--- config.mk ---
export PLATFORM = sky130hd
export DESIGN_NAME = iq_stream_packetizer
export DESIGN_NICKNAME = d
export VERILOG_FILES = /design/src/rtl/sdr_pkg.sv /design/src/rtl/rr_arbiter.sv /design/src/rtl/iq_stream_packetizer.sv
export SDC_FILE = /design/constraint.sdc
export NUM_CORES = 1
export LEC_CHECK = 0
export ABC_AREA = 1
export CORE_ASPECT_RATIO = 0.8
export CORE_MARGIN = 2
export CORE_UTILIZATION = 35
export DETAILED_ROUTE_END_ITERATION = 12
export PLACE_DENSITY_LB_ADDON = 0.12
export SYNTH_ARGS = -nofsm -noshare
export SYNTH_HDL_FRONTEND = slang
export SYNTH_HIERARCHICAL = 1
export SYNTH_SLANG_ARGS = --single-unit
--- constraint.sdc ---
create_clock -name clk -period 2.1 [get_ports clk]
set_input_delay 0.315 -clock clk [delete_from_list [all_inputs] [get_ports clk]]
set_output_delay 0.315 -clock clk [all_outputs]
set_load 0.05 [all_outputs]
--- src/rtl/sdr_pkg.sv ---
// Shared definitions for the SDR sample-path blocks.
//   PKT_SYNC / HDR_*_LSB : packet header layout (sync[31:24], ch[23:16], seq[15:0])
//   clog2                : ceiling log2, usable in parameter expressions
//   pkt_state_e          : packetizer FSM encoding
package sdr_pkg;

    localparam logic [7:0] PKT_SYNC     = 8'hA5;
    localparam int         HDR_SYNC_LSB = 24;
    localparam int         HDR_CH_LSB   = 16;
    localparam int         HDR_SEQ_LSB  = 0;

    // Ceiling log2; clog2(1) == 0.
    function automatic int clog2(input int value);
        int result;
        result = 0;
        while ((1 << result) < value) begin
            result = result + 1;
        end
        return result;
    endfunction

    typedef enum logic [1:0] {
        ST_IDLE = 2'd0,
        ST_HDR  = 2'd1,
        ST_PAY  = 2'd2
    } pkt_state_e;

endpackage

--- src/rtl/rr_arbiter.sv ---
// Combinational round-robin arbiter.
//   req       in  N   request vector
//   ptr       in  IW  index with highest priority this round
//   gnt       out N   one-hot grant
//   gnt_idx   out IW  index of the granted requester
//   gnt_valid out 1   any request granted
// The first request at or after ptr wins; the search wraps to index 0.
module rr_arbiter
    import sdr_pkg::*;
#(
    parameter int N  = 2,
    parameter int IW = (N > 1) ? clog2(N) : 1
) (
    input  logic [N-1:0]  req,
    input  logic [IW-1:0] ptr,
    output logic [N-1:0]  gnt,
    output logic [IW-1:0] gnt_idx,
    output logic          gnt_valid
);

    always_comb begin
        gnt       = '0;
        gnt_idx   = '0;
        gnt_valid = 1'b0;
        // First pass: requesters from ptr upward.
        for (int k = 0; k < N; k++) begin
            if (!gnt_valid && req[k] && (k >= int'(ptr))) begin
                gnt_valid = 1'b1;
                gnt[k]    = 1'b1;
                gnt_idx   = IW'(k);
            end
        end
        // Second pass: wrap around to the requesters below ptr.
        for (int k = 0; k < N; k++) begin
            if (!gnt_valid && req[k] && (k < int'(ptr))) begin
                gnt_valid = 1'b1;
                gnt[k]    = 1'b1;
                gnt_idx   = IW'(k);
            end
        end
    end

endmodule

--- src/rtl/iq_stream_packetizer.sv ---
// Merges NUM_CH IQ sample streams into one framed word stream for the FT600
// write side. Each packet is one header word {0.., A5, ch, seq16} followed by
// PKT_WORDS zero-extended samples from the same channel; channels are served
// round-robin among those that are enabled and hold a full packet.
//   clk, reset_n     ft_clk domain clock, asynchronous active-low reset
//   ch_en            per-channel enable mask (sampled only at arbitration)
//   s_data/s_valid   per-channel FIFO head and not-empty flag
//   s_enough         per-channel "holds at least PKT_WORDS samples"
//   s_ready          per-channel pop strobe (at most one bit high)
//   m_data/m_valid/m_ready/m_last  output word stream
//   busy, cur_ch     packet in flight and the channel being served
//
// Handshake: a word moves on a cycle where m_valid && m_ready. While m_valid is
// high and m_ready low, m_data and m_last are held unchanged. The output is a
// single register slot; it is free when it is empty or being drained this cycle.
module iq_stream_packetizer
    import sdr_pkg::*;
#(
    parameter int NUM_CH        = 2,
    parameter int IQ_PAIR_WIDTH = 24,
    parameter int FT_DATA_WIDTH = 32,
    parameter int PKT_WORDS     = 32,
    parameter int SEQ_WIDTH     = 16,
    localparam int CH_W         = (NUM_CH > 1) ? clog2(NUM_CH) : 1
) (
    input  logic                            clk,
    input  logic                            reset_n,
    input  logic [NUM_CH-1:0]               ch_en,
    input  logic [NUM_CH*IQ_PAIR_WIDTH-1:0] s_data,
    input  logic [NUM_CH-1:0]               s_valid,
    input  logic [NUM_CH-1:0]               s_enough,
    output logic [NUM_CH-1:0]               s_ready,
    output logic [FT_DATA_WIDTH-1:0]        m_data,
    output logic                            m_valid,
    input  logic                            m_ready,
    output logic                            m_last,
    output logic                            busy,
    output logic [CH_W-1:0]                 cur_ch
);

    localparam int                WCNT_W   = clog2(PKT_WORDS + 1);
    localparam logic [WCNT_W-1:0] LAST_IDX = WCNT_W'(PKT_WORDS - 1);
    localparam logic [WCNT_W-1:0] ALL_WORDS = WCNT_W'(PKT_WORDS);
    localparam logic [CH_W-1:0]   LAST_CH  = CH_W'(NUM_CH - 1);

    pkt_state_e                 state_q, state_d;
    logic [CH_W-1:0]            cur_ch_q, cur_ch_d;
    logic [CH_W-1:0]            rr_ptr_q, rr_ptr_d;
    logic [SEQ_WIDTH-1:0]       seq_q [NUM_CH];
    logic [SEQ_WIDTH-1:0]       seq_d [NUM_CH];
    logic [WCNT_W-1:0]          wcnt_q, wcnt_d;
    logic [FT_DATA_WIDTH-1:0]   m_data_q, m_data_d;
    logic                       m_valid_q, m_valid_d;
    logic                       m_last_q, m_last_d;
    logic                       busy_q, busy_d;

    logic [NUM_CH-1:0]          gnt;
    logic [CH_W-1:0]            gnt_idx;
    logic                       gnt_valid;

    logic                       cur_valid;
    logic [IQ_PAIR_WIDTH-1:0]   cur_sample;
    logic [SEQ_WIDTH-1:0]       gnt_seq;
    logic [15:0]                hdr_seq;
    logic [7:0]                 hdr_ch;
    logic [FT_DATA_WIDTH-1:0]   hdr_word;
    logic                       slot_free;
    logic                       pop;

    rr_arbiter #(
        .N  (NUM_CH),
        .IW (CH_W)
    ) u_arb (
        .req       (ch_en & s_enough),
        .ptr       (rr_ptr_q),
        .gnt       (gnt),
        .gnt_idx   (gnt_idx),
        .gnt_valid (gnt_valid)
    );

    // Per-channel muxing done with compare loops so that NUM_CH == 1 needs no
    // special case for the channel index width.
    always_comb begin
        cur_valid  = 1'b0;
        cur_sample = '0;
        gnt_seq    = '0;
        for (int k = 0; k < NUM_CH; k++) begin
            if (cur_ch_q == CH_W'(k)) begin
                cur_valid  = s_valid[k];
                cur_sample = s_data[k*IQ_PAIR_WIDTH +: IQ_PAIR_WIDTH];
            end
            if (gnt[k]) begin
                gnt_seq = seq_q[k];
            end
        end
    end

    // Header for the channel being granted; only the low 16 seq bits fit.
    always_comb begin
        hdr_seq                       = '0;
        hdr_seq[SEQ_WIDTH-1:0]        = gnt_seq;
        hdr_ch                        = '0;
        hdr_ch[CH_W-1:0]              = gnt_idx;
        hdr_word                      = '0;
        hdr_word[HDR_SYNC_LSB +: 8]   = PKT_SYNC;
        hdr_word[HDR_CH_LSB +: 8]     = hdr_ch;
        hdr_word[HDR_SEQ_LSB +: 16]   = hdr_seq;
    end

    // Pop only while the packet still needs samples, so exactly PKT_WORDS
    // samples leave the FIFO per packet.
    assign slot_free = !m_valid_q || m_ready;
    assign pop       = (state_q == ST_PAY) && cur_valid && slot_free && (wcnt_q != ALL_WORDS);

    always_comb begin
        for (int k = 0; k < NUM_CH; k++) begin
            s_ready[k] = pop && (cur_ch_q == CH_W'(k));
        end
    end

    always_comb begin
        state_d   = state_q;
        cur_ch_d  = cur_ch_q;
        rr_ptr_d  = rr_ptr_q;
        wcnt_d    = wcnt_q;
        m_data_d  = m_data_q;
        m_valid_d = m_valid_q;
        m_last_d  = m_last_q;
        busy_d    = busy_q;
        for (int k = 0; k < NUM_CH; k++) begin
            seq_d[k] = seq_q[k];
        end

        case (state_q)
            ST_IDLE: begin
                // Output slot is always empty here, so the header is loaded
                // directly and appears on the next cycle.
                if (gnt_valid) begin
                    cur_ch_d  = gnt_idx;
                    busy_d    = 1'b1;
                    m_data_d  = hdr_word;
                    m_valid_d = 1'b1;
                    m_last_d  = 1'b0;
                    state_d   = ST_HDR;
                end
            end

            ST_HDR: begin
                if (m_ready) begin
                    m_valid_d = 1'b0;
                    wcnt_d    = '0;
                    state_d   = ST_PAY;
                end
            end

            ST_PAY: begin
                if (m_valid_q && m_ready) begin
                    m_valid_d = 1'b0;
                    m_last_d  = 1'b0;
                    if (m_last_q) begin
                        for (int k = 0; k < NUM_CH; k++) begin
                            if (cur_ch_q == CH_W'(k)) begin
                                seq_d[k] = seq_q[k] + SEQ_WIDTH'(1);
                            end
                        end
                        rr_ptr_d = (cur_ch_q == LAST_CH) ? '0 : cur_ch_q + CH_W'(1);
                        busy_d   = 1'b0;
                        state_d  = ST_IDLE;
                    end
                end
                // A missing sample simply leaves the slot empty (bubble).
                if (pop) begin
                    m_data_d  = FT_DATA_WIDTH'(cur_sample);
                    m_valid_d = 1'b1;
                    m_last_d  = (wcnt_q == LAST_IDX);
                    wcnt_d    = wcnt_q + WCNT_W'(1);
                end
            end

            default: begin
                state_d = ST_IDLE;
            end
        endcase
    end

    always_ff @(posedge clk or negedge reset_n) begin
        if (!reset_n) begin
            state_q   <= ST_IDLE;
            cur_ch_q  <= '0;
            rr_ptr_q  <= '0;
            wcnt_q    <= '0;
            m_data_q  <= '0;
            m_valid_q <= 1'b0;
            m_last_q  <= 1'b0;
            busy_q    <= 1'b0;
            for (int k = 0; k < NUM_CH; k++) begin
                seq_q[k] <= '0;
            end
        end else begin
            state_q   <= state_d;
            cur_ch_q  <= cur_ch_d;
            rr_ptr_q  <= rr_ptr_d;
            wcnt_q    <= wcnt_d;
            m_data_q  <= m_data_d;
            m_valid_q <= m_valid_d;
            m_last_q  <= m_last_d;
            busy_q    <= busy_d;
            for (int k = 0; k < NUM_CH; k++) begin
                seq_q[k] <= seq_d[k];
            end
        end
    end

    assign m_data  = m_data_q;
    assign m_valid = m_valid_q;
    assign m_last  = m_last_q;
    assign busy    = busy_q;
    assign cur_ch  = cur_ch_q;

endmodule

* Word level (Yosys, flattened, before mapping)
Cells that the tools add are included.
Operators by class: bitwise gates (word level) 2, reduce and logical (&&, ||, !) cells 28, equal/unequal tests 10, $add $sub $neg 4, multiplexer cells 33, order comparisons 2
Operators with widths (number):
- two-way mux 32 bit | 2
- one-hot mux 32 bit (2 select lines) | 1
- adder 16 x 1 -> 16 bit, second input constant | 2
- two-way mux 16 bit | 2
- two-way mux 24 bit | 1
- AND reduction 4 bit | 5
- two-way mux 1 bit | 16
- two-way mux 6 bit | 2
- one-hot mux 6 bit (2 select lines) | 1
- AND reduction 3 bit | 4
- logical AND 1 bit | 10
- two-way mux 2 bit | 4
- inequality test 2 bit, second input constant | 4
- adder 6 x 1 -> 6 bit, second input constant | 1
- == test 6 x 5 -> 1 bit, second input constant | 1
- inequality test 6 bit, second input constant | 1
- one-hot mux 2 bit (3 select lines) | 1
- one-hot mux 1 bit (2 select lines) | 2
- nonzero test 2 bit | 2
- zero test 1 bit | 3
- inequality test 3 x 2 -> 1 bit, second input constant | 1
- one-hot mux 1 bit (3 select lines) | 1
- nonzero test 3 bit | 1
- AND 2 bit | 1
- 10 further kinds | 10
Word-level totals: flip-flop bits (word level) 77, output and inout bits 38

* Logic depth before layout (Yosys ltp)
word-level depth 14, mapped depth 13, mapped depth without buffers 12

* Hierarchy
Netlist, hierarchy kept.
Modules (own cells, without submodules):
- iq_stream_packetizer | seq. area each 1751.7 um2, area an instance 4135.2 um2, times used 1, cells each 583
- rr_arbiter | seq. area each 0.0 um2, area an instance 28.8 um2, times used 1, cells each 7

* Least setup slack after synthesis
OpenSTA, ideal clock, no wires.
path kind flip-flop to output port, start register cur_ch_q (netlist: cur_ch), end output port s_ready[0], data required time 1.785 ns, data arrival time 1.807 ns, slack -0.022 ns, stages on the path, launching flop included 7, cell sequence dfrtp_1 -> buf_4 -> inv_4 -> nand2_1 -> nand2_1 -> nand3_4 -> nor2_1
Between the ends: longest elaborated chain between the ends 5, elaborated cells on any way between the ends 6, those cells by class mux: 1; bitwise: 1; reduce/logical: 4
Ends and longest elaborated chain:
- start, declared | line iq_stream_packetizer.sv:47 | logic [CH_W-1:0] cur_ch_q, cur_ch_d;
- start signal, assigned | line iq_stream_packetizer.sv:201 | cur_ch_q <= cur_ch_d;
- two-way mux 1 bit | line iq_stream_packetizer.sv:88 | if (cur_ch_q == CH_W'(k)) begin
- logical AND 1 bit (3 in a row) | line iq_stream_packetizer.sv:113 | assign pop = (state_q == ST_PAY) && cur_valid && slot_free && (wcnt_q != ALL_WORDS);
- logical AND 1 bit * | line iq_stream_packetizer.sv:117 | s_ready[k] = pop && (cur_ch_q == CH_W'(k));
- end, declared | line iq_stream_packetizer.sv:32 | output logic [NUM_CH-1:0] s_ready,
Mark *: on every way between the ends. The rest lies on a longest branch, timed or not.

* Worst setup path in the final report
Same ends and word-level chain as after synthesis.

==> impl_metrics.ini <==
[run_status]
outcome = complete, no violations

[detailed_routing]
firstDrtPassIters = 5
via_per_inst = 5.01
num_vias = 4193
ant_nets = 0
drc = 0
wl_per_cell_um = 14.6
drt_iter0_drc = 252
wl_mm = 12.2

[hold_path]
holdPathStages = 2
hold_path.startpoint = m_data[20]
min_path_type = reg2reg
worstHoldEndpoint = m_data[20]

[placed_design]
place.gp.congestion = 0.863
port_buffers = 90
pre_cts_ws_ps = -67.7
place_hpwl_mm = 9.23
place_area_um2 = 5280

[critical_path]
worstPathMaxFanout = 14
crit_top_cell = nand2_1
worst-path-buf-inv = 2
cp-start-kind = flip-flop
ff2ff_setup_slack_ps = 380
crit_slowest_cell = dfrtp_1
r2r-start = wcnt_q[0]
critPathKind = reg2out
crit_chain = inv_4, nand2_1, nand2_1, nand3_4, nor2_1, buf_12
cp.arrival_ps = 1670
critPathRequiredTime_ps = 1780
cpLargestDelayFamily = simple AND/OR/NAND/NOR gates
timing.rr.end = m_data[5]
ff2ff_path_depth = 8
endpoint_kind = output pin
slowest_delay_ps = 460

[die]
initial_utilization = 0.360
core_um2 = 11600
core.rowCount = 35
die_y_um = 102
die_w_um = 126
die-area_um2 = 12800
ios = 95

[synth]
yosysSeqAreaShare = 0.421
avgSynthCellArea_um2 = 7.06
synth-edff-count = 0
synth_common_cells = 219 x nand2_1, 70 x dfrtp_1, 61 x nor2_1
netlist_instances = 590
synthAdderAreaFrac = 0.0120
yosysTopAreaCellShare = 0.421
ys_seq_elements = 70
synthFlopType = dfrtp_1
yosysTopAreaCell = dfrtp_1
synth_top_family_by_area = simple AND/OR/NAND/NOR gates
yosysMostFrequentCell = nand2_1
synthMuxAreaShare = 0
syn_area_um2 = 4160
synth-simple-area-share = 0.325
synth_top_cells_by_area = dfrtp_1 42%, nand2_1 20%, o21ai_0 6.1%
yosysWarnings = 6
ys_types = 32
synth-xor-area-share = 0.0379
postSynth.asyncResetShare = 1.00
synth_compound_area_frac = 0.120

[global_routing]
grt_max_degree = 26
grt_first_pass_wirelength_mm = 20.3
grt_pass1_vias = 4082
grt_usage = 0.200
grt-ovfl-total = 0
antenna_found_initial = 0

[clock_tree]
clk_latency_ps = 340
cts_buffers = 9
clkSinkCount = 70
clockRootBuffer = clkbuf_16
tritoncts = built
cts.htree.levels = 3
cts_setup_buffers = 0
clockBufferDepth = 2
post_cts_resized = 0
holdBufCountCts = 1
path_clk_slew_ps = 50

[timing]
timing.fmax_mhz = 503
grt_setup_unrepaired = no
max_slew_margin = 0.642
period_needed_ps = 1990
hold_violations = 0
fin_ws_ps = 114
finalClockSkew_ps = 6.34
hold_ws_ps = 467
finalCritPeriodShare = 0.946
slew_violations = 0
final.setup.tns_ps = 0
finalSetupViolCount = 0
tightest_slew_ps = 537

[power_and_ir_drop]
power.share.switching = 0.452
power.total_uw = 6410
p_switching_uw = 2890
p_seq_frac = 0.289
leakage_uw = 0.00258
cell_internal_pwr_uw = 3510
peakVddDrop_mv = 0.547
comb_power_share = 0.499
p_clk_frac = 0.212
power_density_nw_per_um2 = 1150

[layout]
final_area_um2 = 5550
drive_above_1_share = 0.0769
final_nets = 747
n_antenna_cell = 0
area_delta_synth_final_pct = 33.3

[flow_run]
cap_violations = 0
stage by stage:
stage / util / std cells
after floorplan: - / 593
after global placement: 0.457 / 822
after detailed placement: 0.457 / 822
after CTS: 0.480 / 837
after global routing: 0.480 / 837
final: 0.480 / 837
worst reg2reg max path: stages (launching register included):
cell     delay [ps]
dfrtp_1         390
inv_1            90
ha_1            150
nand3_1         150
nand3_4         170
nand2_4         120
inv_2           390
nand2_1         110
nand2_1          90
power by group through the flow:
stage                     registers (µW)  clock network (µW)  logic, µW
final                               1850                1360       3200
after global routing                1890                1450       3480
after CTS                           1850                1400       3230
after detailed placement            1870                   0       3220
after global placement              1860                   0       3200
after floorplan                     2600                   0       1390
metal layers:
metal / track usage / wire length [µm] / vias to the layer above
li1: - / - / 2070
met2: 0.319 / 5550 / 119
met4: 0.0609 / 165 / 0
met1: 0.272 / 5720 / 1988
met5: 0 / 0 / -
met3: 0.0491 / 759 / 16
flip-flops by register name (all words and copies together) (netlist names):
name	count
busy	1
cur_ch	1
m_data	25
m_last	1
m_valid	1
rr_ptr_q	1
seq_q	32
state_q	2
wcnt_q	6
worst max-delay path by stage:
stage / start / to / depth (start not counted)
after floorplan: cur_ch / s_ready[0] / 6
after global placement: ch_en[1] / m_data[0] / 13
after detailed placement: ch_en[1] / m_data[23] / 13
after CTS: cur_ch / s_ready[1] / 6
after global routing: wcnt_q[0] / s_ready[1] / 6
final: cur_ch / s_ready[0] / 6
cells by family (layout without fill, tap and decap cells):
| group | count (synthesis) | after routing |
|---|---|---|
| compound gates | 95 | 95 |
| fa+ha+maj | 4 | 4 |
| flops | 70 | 70 |
| other cells | 1 | 4 |
| xor+xnor | 18 | 18 |
| buf+inv | 75 | 171 |
| simple gates | 327 | 327 |
layout make-up:
cell class / instances / area [µm²]
fillers: 1169 / 6010
multi-input cells: 448 / 2070
flip-flops and latches: 70 / 1750
repair buffers: 110 / 1100
clock buffers: 12 / 246
well taps: 148 / 185
inverters: 47 / 179
clock inverters: 2 / 10.0
cells in the final DEF, fill, tap and decap left out, types with 2 or more instances in the layout:
| cell | Yosys | final |
|---|---|---|
| nand2_2 | 4 | 4 |
| conb_1 | 1 | 4 |
| nor2_2 | 3 | 3 |
| clkbuf_16 | 0 | 9 |
| clkdlybuf4s50_1 | 0 | 86 |
| nand3b_1 | 2 | 2 |
| nor3_1 | 3 | 3 |
| nor2_1 | 61 | 61 |
| nand4_1 | 9 | 9 |
| buf_12 | 0 | 5 |
| xnor2_1 | 13 | 13 |
| o22ai_1 | 16 | 16 |
| clkbuf_1 | 10 | 2 |
| nand3_1 | 20 | 20 |
| inv_1 | 41 | 41 |
| ha_1 | 4 | 4 |
| a21oi_1 | 23 | 23 |
| inv_2 | 5 | 5 |
| xor2_1 | 5 | 5 |
| o21ai_0 | 51 | 51 |
| buf_4 | 10 | 17 |
| clkinv_2 | 0 | 2 |
| nand2_1 | 219 | 219 |
| o21ai_1 | 3 | 3 |
| dfrtp_1 | 70 | 70 |
Power figures use the tool's default switching activity.
